### src/rtl/cm_sketch_ctrl.sv
// cm_sketch_ctrl: front-end controller for the count-min sketch pipeline.
// Round-robin arbitrates NUM_REQ requesters onto the single sketch update
// port and manages epochs. An epoch ends after EPOCH_LEN updates or on a
// flush. The block then drains the pipeline and sweeps a clear over all W rows.
// Optional statistics counters are enabled with the macro CM_SKETCH_CTRL_STATS_EN.
module cm_sketch_ctrl #(
    parameter int NUM_REQ   = 4,
    parameter int W         = 4096,
    parameter int HASH_SIZE = $clog2(W),
    parameter int ADDR_SIZE = 22,
    parameter int EPOCH_LEN = 65536,
    parameter int PIPE_LAT  = 8,
    parameter int CNT_W     = 32
) (
    input  logic                         clk,
    input  logic                         rst,
    input  logic [NUM_REQ-1:0]           req_valid,
    input  logic [NUM_REQ*ADDR_SIZE-1:0] req_addr,
    output logic [NUM_REQ-1:0]           req_ready,
    input  logic                         flush_req,
    output logic                         sk_valid,
    output logic [ADDR_SIZE-1:0]         sk_addr,
    output logic                         clr_valid,
    output logic [HASH_SIZE-1:0]         clr_idx,
    output logic                         busy,
    output logic                         epoch_done
`ifdef CM_SKETCH_CTRL_STATS_EN
    ,
    output logic [CNT_W-1:0]             stat_accepted,
    output logic [CNT_W-1:0]             stat_epochs
`endif
);

    localparam int PTR_W = (NUM_REQ > 1) ? $clog2(NUM_REQ) : 1;
    localparam int EC_W  = (EPOCH_LEN > 1) ? $clog2(EPOCH_LEN + 1) : 1;
    localparam int DC_W  = (PIPE_LAT > 1) ? $clog2(PIPE_LAT) : 1;

    typedef enum logic [1:0] {
        RUN   = 2'd0,
        DRAIN = 2'd1,
        CLEAR = 2'd2
    } state_t;

    state_t               state;
    logic [PTR_W-1:0]     rr_ptr;
    logic [EC_W-1:0]      epoch_cnt;
    logic [DC_W-1:0]      drain_cnt;

    logic                 grant_any;
    logic [PTR_W-1:0]     next_ptr;
    logic [ADDR_SIZE-1:0] sel_addr;
    logic [EC_W-1:0]      epoch_inc;
    logic                 limit_hit;
    logic                 sweep_done;

    // Round-robin search starting at rr_ptr; only the winner sees ready, and only in RUN
    always_comb begin
        int               cand;
        logic [PTR_W-1:0] cand_ptr;
        grant_any = 1'b0;
        next_ptr  = '0;
        sel_addr  = '0;
        req_ready = '0;
        cand      = 0;
        cand_ptr  = '0;
        if (state == RUN) begin
            for (int i = 0; i < NUM_REQ; i++) begin
                cand = int'(rr_ptr) + i;
                if (cand >= NUM_REQ) begin
                    cand = cand - NUM_REQ;
                end
                cand_ptr = PTR_W'(cand);
                if (!grant_any && req_valid[cand_ptr]) begin
                    grant_any           = 1'b1;
                    req_ready[cand_ptr] = 1'b1;
                    sel_addr            = ADDR_SIZE'(req_addr >> (cand * ADDR_SIZE));
                    next_ptr            = (cand == NUM_REQ - 1) ? '0 : PTR_W'(cand + 1);
                end
            end
        end
    end

    assign epoch_inc  = epoch_cnt + EC_W'(1);
    assign limit_hit  = (EPOCH_LEN != 0) && grant_any && (epoch_inc == EC_W'(EPOCH_LEN));
    assign sweep_done = (state == CLEAR) && clr_valid && (clr_idx == HASH_SIZE'(W - 1));

    // Epoch FSM: forwards granted updates, drains in-flight work, then sweeps the clear
    always_ff @(posedge clk or posedge rst) begin
        if (rst) begin
            state      <= CLEAR;
            rr_ptr     <= '0;
            epoch_cnt  <= '0;
            drain_cnt  <= '0;
            sk_valid   <= 1'b0;
            sk_addr    <= '0;
            clr_valid  <= 1'b0;
            clr_idx    <= '0;
            busy       <= 1'b0;
            epoch_done <= 1'b0;
        end else begin
            sk_valid   <= 1'b0;
            sk_addr    <= '0;
            epoch_done <= 1'b0;
            case (state)
                RUN: begin
                    clr_valid <= 1'b0;
                    if (grant_any) begin
                        sk_valid  <= 1'b1;
                        sk_addr   <= sel_addr;
                        rr_ptr    <= next_ptr;
                        epoch_cnt <= epoch_inc;
                    end
                    if (flush_req || limit_hit) begin
                        state     <= DRAIN;
                        busy      <= 1'b1;
                        drain_cnt <= '0;
                    end
                end
                DRAIN: begin
                    busy <= 1'b1;
                    if (drain_cnt == DC_W'(PIPE_LAT - 1)) begin
                        state     <= CLEAR;
                        clr_valid <= 1'b1;
                        clr_idx   <= '0;
                    end else begin
                        drain_cnt <= drain_cnt + DC_W'(1);
                    end
                end
                CLEAR: begin
                    busy <= 1'b1;
                    if (!clr_valid) begin
                        // Coming out of reset clr_idx is already 0, so this is the row-0 strobe
                        clr_valid <= 1'b1;
                    end else if (sweep_done) begin
                        clr_valid  <= 1'b0;
                        clr_idx    <= '0;
                        epoch_done <= 1'b1;
                        epoch_cnt  <= '0;
                        busy       <= 1'b0;
                        state      <= RUN;
                    end else begin
                        clr_idx <= clr_idx + HASH_SIZE'(1);
                    end
                end
                default: begin
                    state <= CLEAR;
                end
            endcase
        end
    end

`ifdef CM_SKETCH_CTRL_STATS_EN
    // Lifetime statistics, saturating, untouched by epoch boundaries
    always_ff @(posedge clk or posedge rst) begin
        if (rst) begin
            stat_accepted <= '0;
            stat_epochs   <= '0;
        end else begin
            if (grant_any && (stat_accepted != {CNT_W{1'b1}})) begin
                stat_accepted <= stat_accepted + CNT_W'(1);
            end
            if (sweep_done && (stat_epochs != {CNT_W{1'b1}})) begin
                stat_epochs <= stat_epochs + CNT_W'(1);
            end
        end
    end
`endif

endmodule

### config.mk
export PLATFORM = sky130hd
export DESIGN_NAME = cm_sketch_ctrl
export DESIGN_NICKNAME = d
export VERILOG_FILES = /design/src/rtl/cm_sketch_ctrl.sv
export SDC_FILE = /design/constraint.sdc
export NUM_CORES = 1
export LEC_CHECK = 0
export ABC_AREA = 1
export CORE_ASPECT_RATIO = 2
export CORE_MARGIN = 2
export CORE_UTILIZATION = 55
export DETAILED_ROUTE_END_ITERATION = 16
export PLACE_DENSITY = 0.81
export SYNTH_ARGS = -nofsm -noshare
export SYNTH_HDL_FRONTEND = slang
export SYNTH_SLANG_ARGS = --single-unit
### constraint.sdc
create_clock -name clk -period 7.35 [get_ports clk]
set_input_delay 1.47 -clock clk [delete_from_list [all_inputs] [get_ports clk]]
set_output_delay 1.47 -clock clk [all_outputs]
set_load 0.05 [all_outputs]
==> results of run 1 <==
-- cells by family after synthesis --
logic type,after synthesis
and+or+nand+nor,1535
buffers and inverters,367
adders and majority gates,29
xor gates and xnor gates,10
DFF,62
muxes,1
AOI/OAI and AO/OA,485
-- routing by layer --
| metal | global-route usage, % | GRT overflow |
|---|---|---|
| met1 | 67.5 | 0 |
| met2 | 91.8 | 43 |
| met3 | 40.7 | 0 |
| met4 | 70.0 | 33 |
| met5 | 3.13 | 0 |
-- through the flow --
step / cell area [um^2] / setup slack (ps) / util, %
after CTS: 14300 / 1870 / 63.1
after detailed placement: 14000 / 1890 / 61.8
after global placement: 14000 / 1930 / 61.8
after floorplan: 12600 / 2530 / -
==> results_dict.tcl, run 1 <==
set metrics [dict create \
    synth-seq-area-share_pct 12.3 \
    grt_max_degree 108 \
    dieHeight_um 218 \
    synthAdderAreaFrac_pct 2.87 \
    htreeDepth 3 \
    synth_xor_area_share_pct 0.753 \
    cts_buffers 9 \
    postCtsSetupBuffers 0 \
    syn-cell-area_um2 12600 \
    synthCells 2489 \
    synth_top_area_share_pct 30.5 \
    yosysUniqueCellTypes 54 \
    yosysTopAreaCell "nand2_1" \
    synth_top_family_by_area "simple AND/OR/NAND/NOR gates" \
    start_util_pct 55.8 \
    yosys_most_used_dff "dfrtp_1" \
    synth_simple_gate_area_share_pct 50.7 \
    cts_resized 0 \
    gp_congestion 1.28 \
    port-buffer-count 136 \
    max-clock-path-buffers 2 \
    dp_hpwl_um 56100 \
    postSynthAreaPerCell_um2 5.08 \
    synthArstFlopShare_pct 100 \
    yosys-top-cells-area "nand2_1 31%, dfrtp_1 12%, nand3_1 9.4%, o21ai_0 8.2%, inv_1 6.1%" \
    hold_buffers 0 \
    die_x_um 111 \
    core.rowCount 78 \
    lastStage "5_1_grt" \
    ys.warnings.count 0 \
    synth_compound_area_share_pct 21.3 \
    ios 137 \
    status "did not finish" \
    cts_sinks 62 \
    muxShareOfSynthArea_pct 0.0792 \
    synth_most_common_cell "nand2_1" \
    grt.overflow.total 76 \
    synth_seq_cells 62 \
    synth_edf_count 0 \
    syn-num-nets 2613 \
    grt_pass1_wl_um 125000 \
    root_buffer "clkbuf_16" \
    grt.total_usage_pct 67.4 \
    dp.cells 2801 \
    error_line "[ERROR GRT-0116] Global routing finished with congestion. Check the congestion regions in the DRC Viewer." \
    grt_pass1_vias 19400 \
    synth_commonest_cells "1027 x nand2_1, 237 x nand3_1, 207 x inv_1, 206 x o21ai_0, 157 x nor2_1" \
]
==> run 2, diff against run 1 <==
--- a/config.mk
+++ b/config.mk
@@ -6,11 +6,10 @@
 export NUM_CORES = 1
 export LEC_CHECK = 0
 export ABC_AREA = 1
-export CORE_ASPECT_RATIO = 2
 export CORE_MARGIN = 2
-export CORE_UTILIZATION = 55
+export CORE_UTILIZATION = 40
 export DETAILED_ROUTE_END_ITERATION = 16
-export PLACE_DENSITY = 0.81
+export PLACE_DENSITY_LB_ADDON = 0.15
 export SYNTH_ARGS = -nofsm -noshare
 export SYNTH_HDL_FRONTEND = slang
 export SYNTH_SLANG_ARGS = --single-unit
==> run 2 against run 1 <==
  * The flow now finishes, with violations (max-capacitance violations)
  * Synthesized cell count unchanged
  * Area after synthesis is the same
==> results_dict.tcl, run 2 <==
set metrics [dict create \
    status "finished, violations left" \
    violations "max-capacitance violations" \
    synth_edf_count 0 \
    port-buffer-count 136 \
    antenna_found_initial 1 \
    max-clock-path-buffers 2 \
    grt_max_degree 90 \
    gp_congestion 1.13 \
    rsz0062_at_grt "no" \
    ys.warnings.count 0 \
    layout.nets 2654 \
    cp-start-kind "primary input" \
    r2r_slack_ps 2380 \
    worst_r2r_endpoint "sk_addr[21]" \
    ant_nets 0 \
    htreeDepth 3 \
    largest_register_ffs 22 \
    rr_worst_depth 27 \
    drt_wl_total_um 75800 \
    syn-cell-area_um2 12600 \
    synthArstFlopShare_pct 100 \
    hold_viol 0 \
    dieHeight_um 182 \
    clkLatencyLatePin_ps 330 \
    die_x_um 182 \
    fin_skew_ps 6.37 \
    syn-num-nets 2613 \
    slew_viol_final 0 \
    synth-seq-area-share_pct 12.3 \
    start_util_pct 40.4 \
    crit_type "in -> out" \
    cp.required_ps 5880 \
    worst_pin_slew_ps 1470 \
    clk_pin_slew_ps 50 \
    drive_above_1_share_pct 4.50 \
    regMostFlops "sk_addr" \
    worstHoldEndpoint "busy" \
    synth_commonest_cells "1027 x nand2_1, 237 x nand3_1, 207 x inv_1, 206 x o21ai_0, 157 x nor2_1" \
    die_area_um2 33000 \
    worstHoldPathCells 2 \
    hold_start "busy" \
    postSynthAreaPerCell_um2 5.08 \
    cp_max_fo 21 \
    final_cell_mix "1027 x nand2_1, 237 x nand3_1, 206 x inv_1, 206 x o21ai_0, 156 x nor2_1" \
    vias 18400 \
    ios 137 \
    grt_pass1_vias 16900 \
    min_period_over_period_pct 74.0 \
    cts_tree "built" \
    slew_headroom_pct 0.881 \
    worst_r2r_startpoint "rr_ptr[0]" \
    cts_resized 0 \
    yosysTopAreaCell "nand2_1" \
    drv_cap 1 \
    cts_sinks 62 \
    synth_most_common_cell "nand2_1" \
    grt.overflow.total 0 \
    synth_top_area_share_pct 30.5 \
    fin_setup_tns_ps 0 \
    synth_seq_cells 62 \
    synthCells 2489 \
    wl_per_cell_um 25.8 \
    yosys-top-cells-area "nand2_1 31%, dfrtp_1 12%, nand3_1 9.4%, o21ai_0 8.2%, inv_1 6.1%" \
    arrival_ps 3970 \
    cts_buffers 9 \
    root_buffer "clkbuf_16" \
    grt.total_usage_pct 44.8 \
    yosysUniqueCellTypes 54 \
    min_path_type "reg -> reg" \
    yosys_most_used_dff "dfrtp_1" \
    top_regs "sk_addr: 22 flops, epoch_cnt: 17 flops, clr_idx: 12 flops" \
    crit_path_frequent_cell "nand2_1" \
    end_kind "output pin" \
    fin_util_pct 46.1 \
    slowest_stage "inv_1" \
    setup_viol 0 \
    syn_to_final_growth_pct 14.2 \
    drt_iter0_drc 2701 \
    dp_hpwl_um 58900 \
    postCtsSetupBuffers 0 \
    max_freq_mhz 184 \
    cpPeakStageDelay_ps 430 \
    core_um2 31300 \
    grt_pass1_wl_um 110000 \
    vias_per_cell 6.26 \
    fin_crit_ps 5440 \
    dr.pass1.iters 6 \
    core.rowCount 65 \
    crit_chain "clkdlybuf4s50_1 -> inv_1 -> nand2_1 -> o21ai_1 -> nand2_1 -> nand2_1 -> inv_1 -> nor2_4 -> nand2_1 -> o211ai_1 -> o21ai_0 -> a21oi_1 -> nor2_1 -> buf_4" \
    drc_errors 0 \
    hold_buffers 0 \
    final_common_cell "nand2_1" \
]
run 2: cell counts after synthesis:
Identical to the previous run, type by type.
run 2: cells by family (layout without fill, tap and decap cells):
family                     count (synthesis)  in the layout  share of synthesized area (%)
muxes                                      1              1                         0.0792
and+or+nand+nor                         1535           1535                           50.7
other                                      0              1                              0
AOI/OAI and AO/OA                        485            485                           21.3
buffers and inverters                    367            413                           12.1
DFF                                       62             62                           12.3
adders and majority gates                 29             29                           2.87
xor gates and xnor gates                  10             10                          0.753
run 2: metal layers:
metal | wire length [um] | GRT usage, %
met1 | 28800 | 57.3
met3 | 9510 | 9.43
met4 | 6710 | 33.4
met2 | 30800 | 66.4
met5 | 0 | 0
run 2: final cells by class:
| cell class | instances | area (um^2) |
|---|---|---|
| Sequential cell | 62 | 1560 |
| Inverter | 231 | 867 |
| Clock buffer | 12 | 246 |
| Antenna cell | 1 | 2.50 |
| Fill cell | 3498 | 16900 |
| Timing Repair Buffer | 166 | 1580 |
| Clock inverter | 4 | 95.1 |
| Multi-Input combinational cell | 2060 | 9580 |
| Tap cell | 402 | 503 |
run 2: worst max-delay path by stage:
stage	start	endpoint	slack, ps	cells after the start
2_1_floorplan	req_valid[3]	req_ready[2]	2530	11
3_5_place_dp	req_valid[3]	req_ready[3]	1990	14
3_3_place_gp	req_valid[3]	req_ready[3]	2030	14
6_report	req_valid[3]	req_ready[3]	1910	14
4_1_cts	req_valid[3]	req_ready[3]	1980	14
5_1_grt	req_valid[3]	req_ready[3]	1780	14
run 2: worst max-delay path: cells and delay by family:
kind            cells  cell delay, ps
simple gates        6             900
buf+inv             4            1120
compound gates      4             470
run 2: metrics by stage:
step,hold slack (ps),instances,worst slack [ps],instance area [um^2]
after floorplan,457,2489,2530,12600
after global placement,473,2921,2030,14100
after detailed placement,474,2921,1990,14100
after CTS,487,2937,1980,14400
after global routing,520,2937,1780,14400
final,487,2938,1910,14400
Power of run 2 is not shown: default switching activity piles up to over one toggle a cycle in this logic, so the estimate is an artifact.
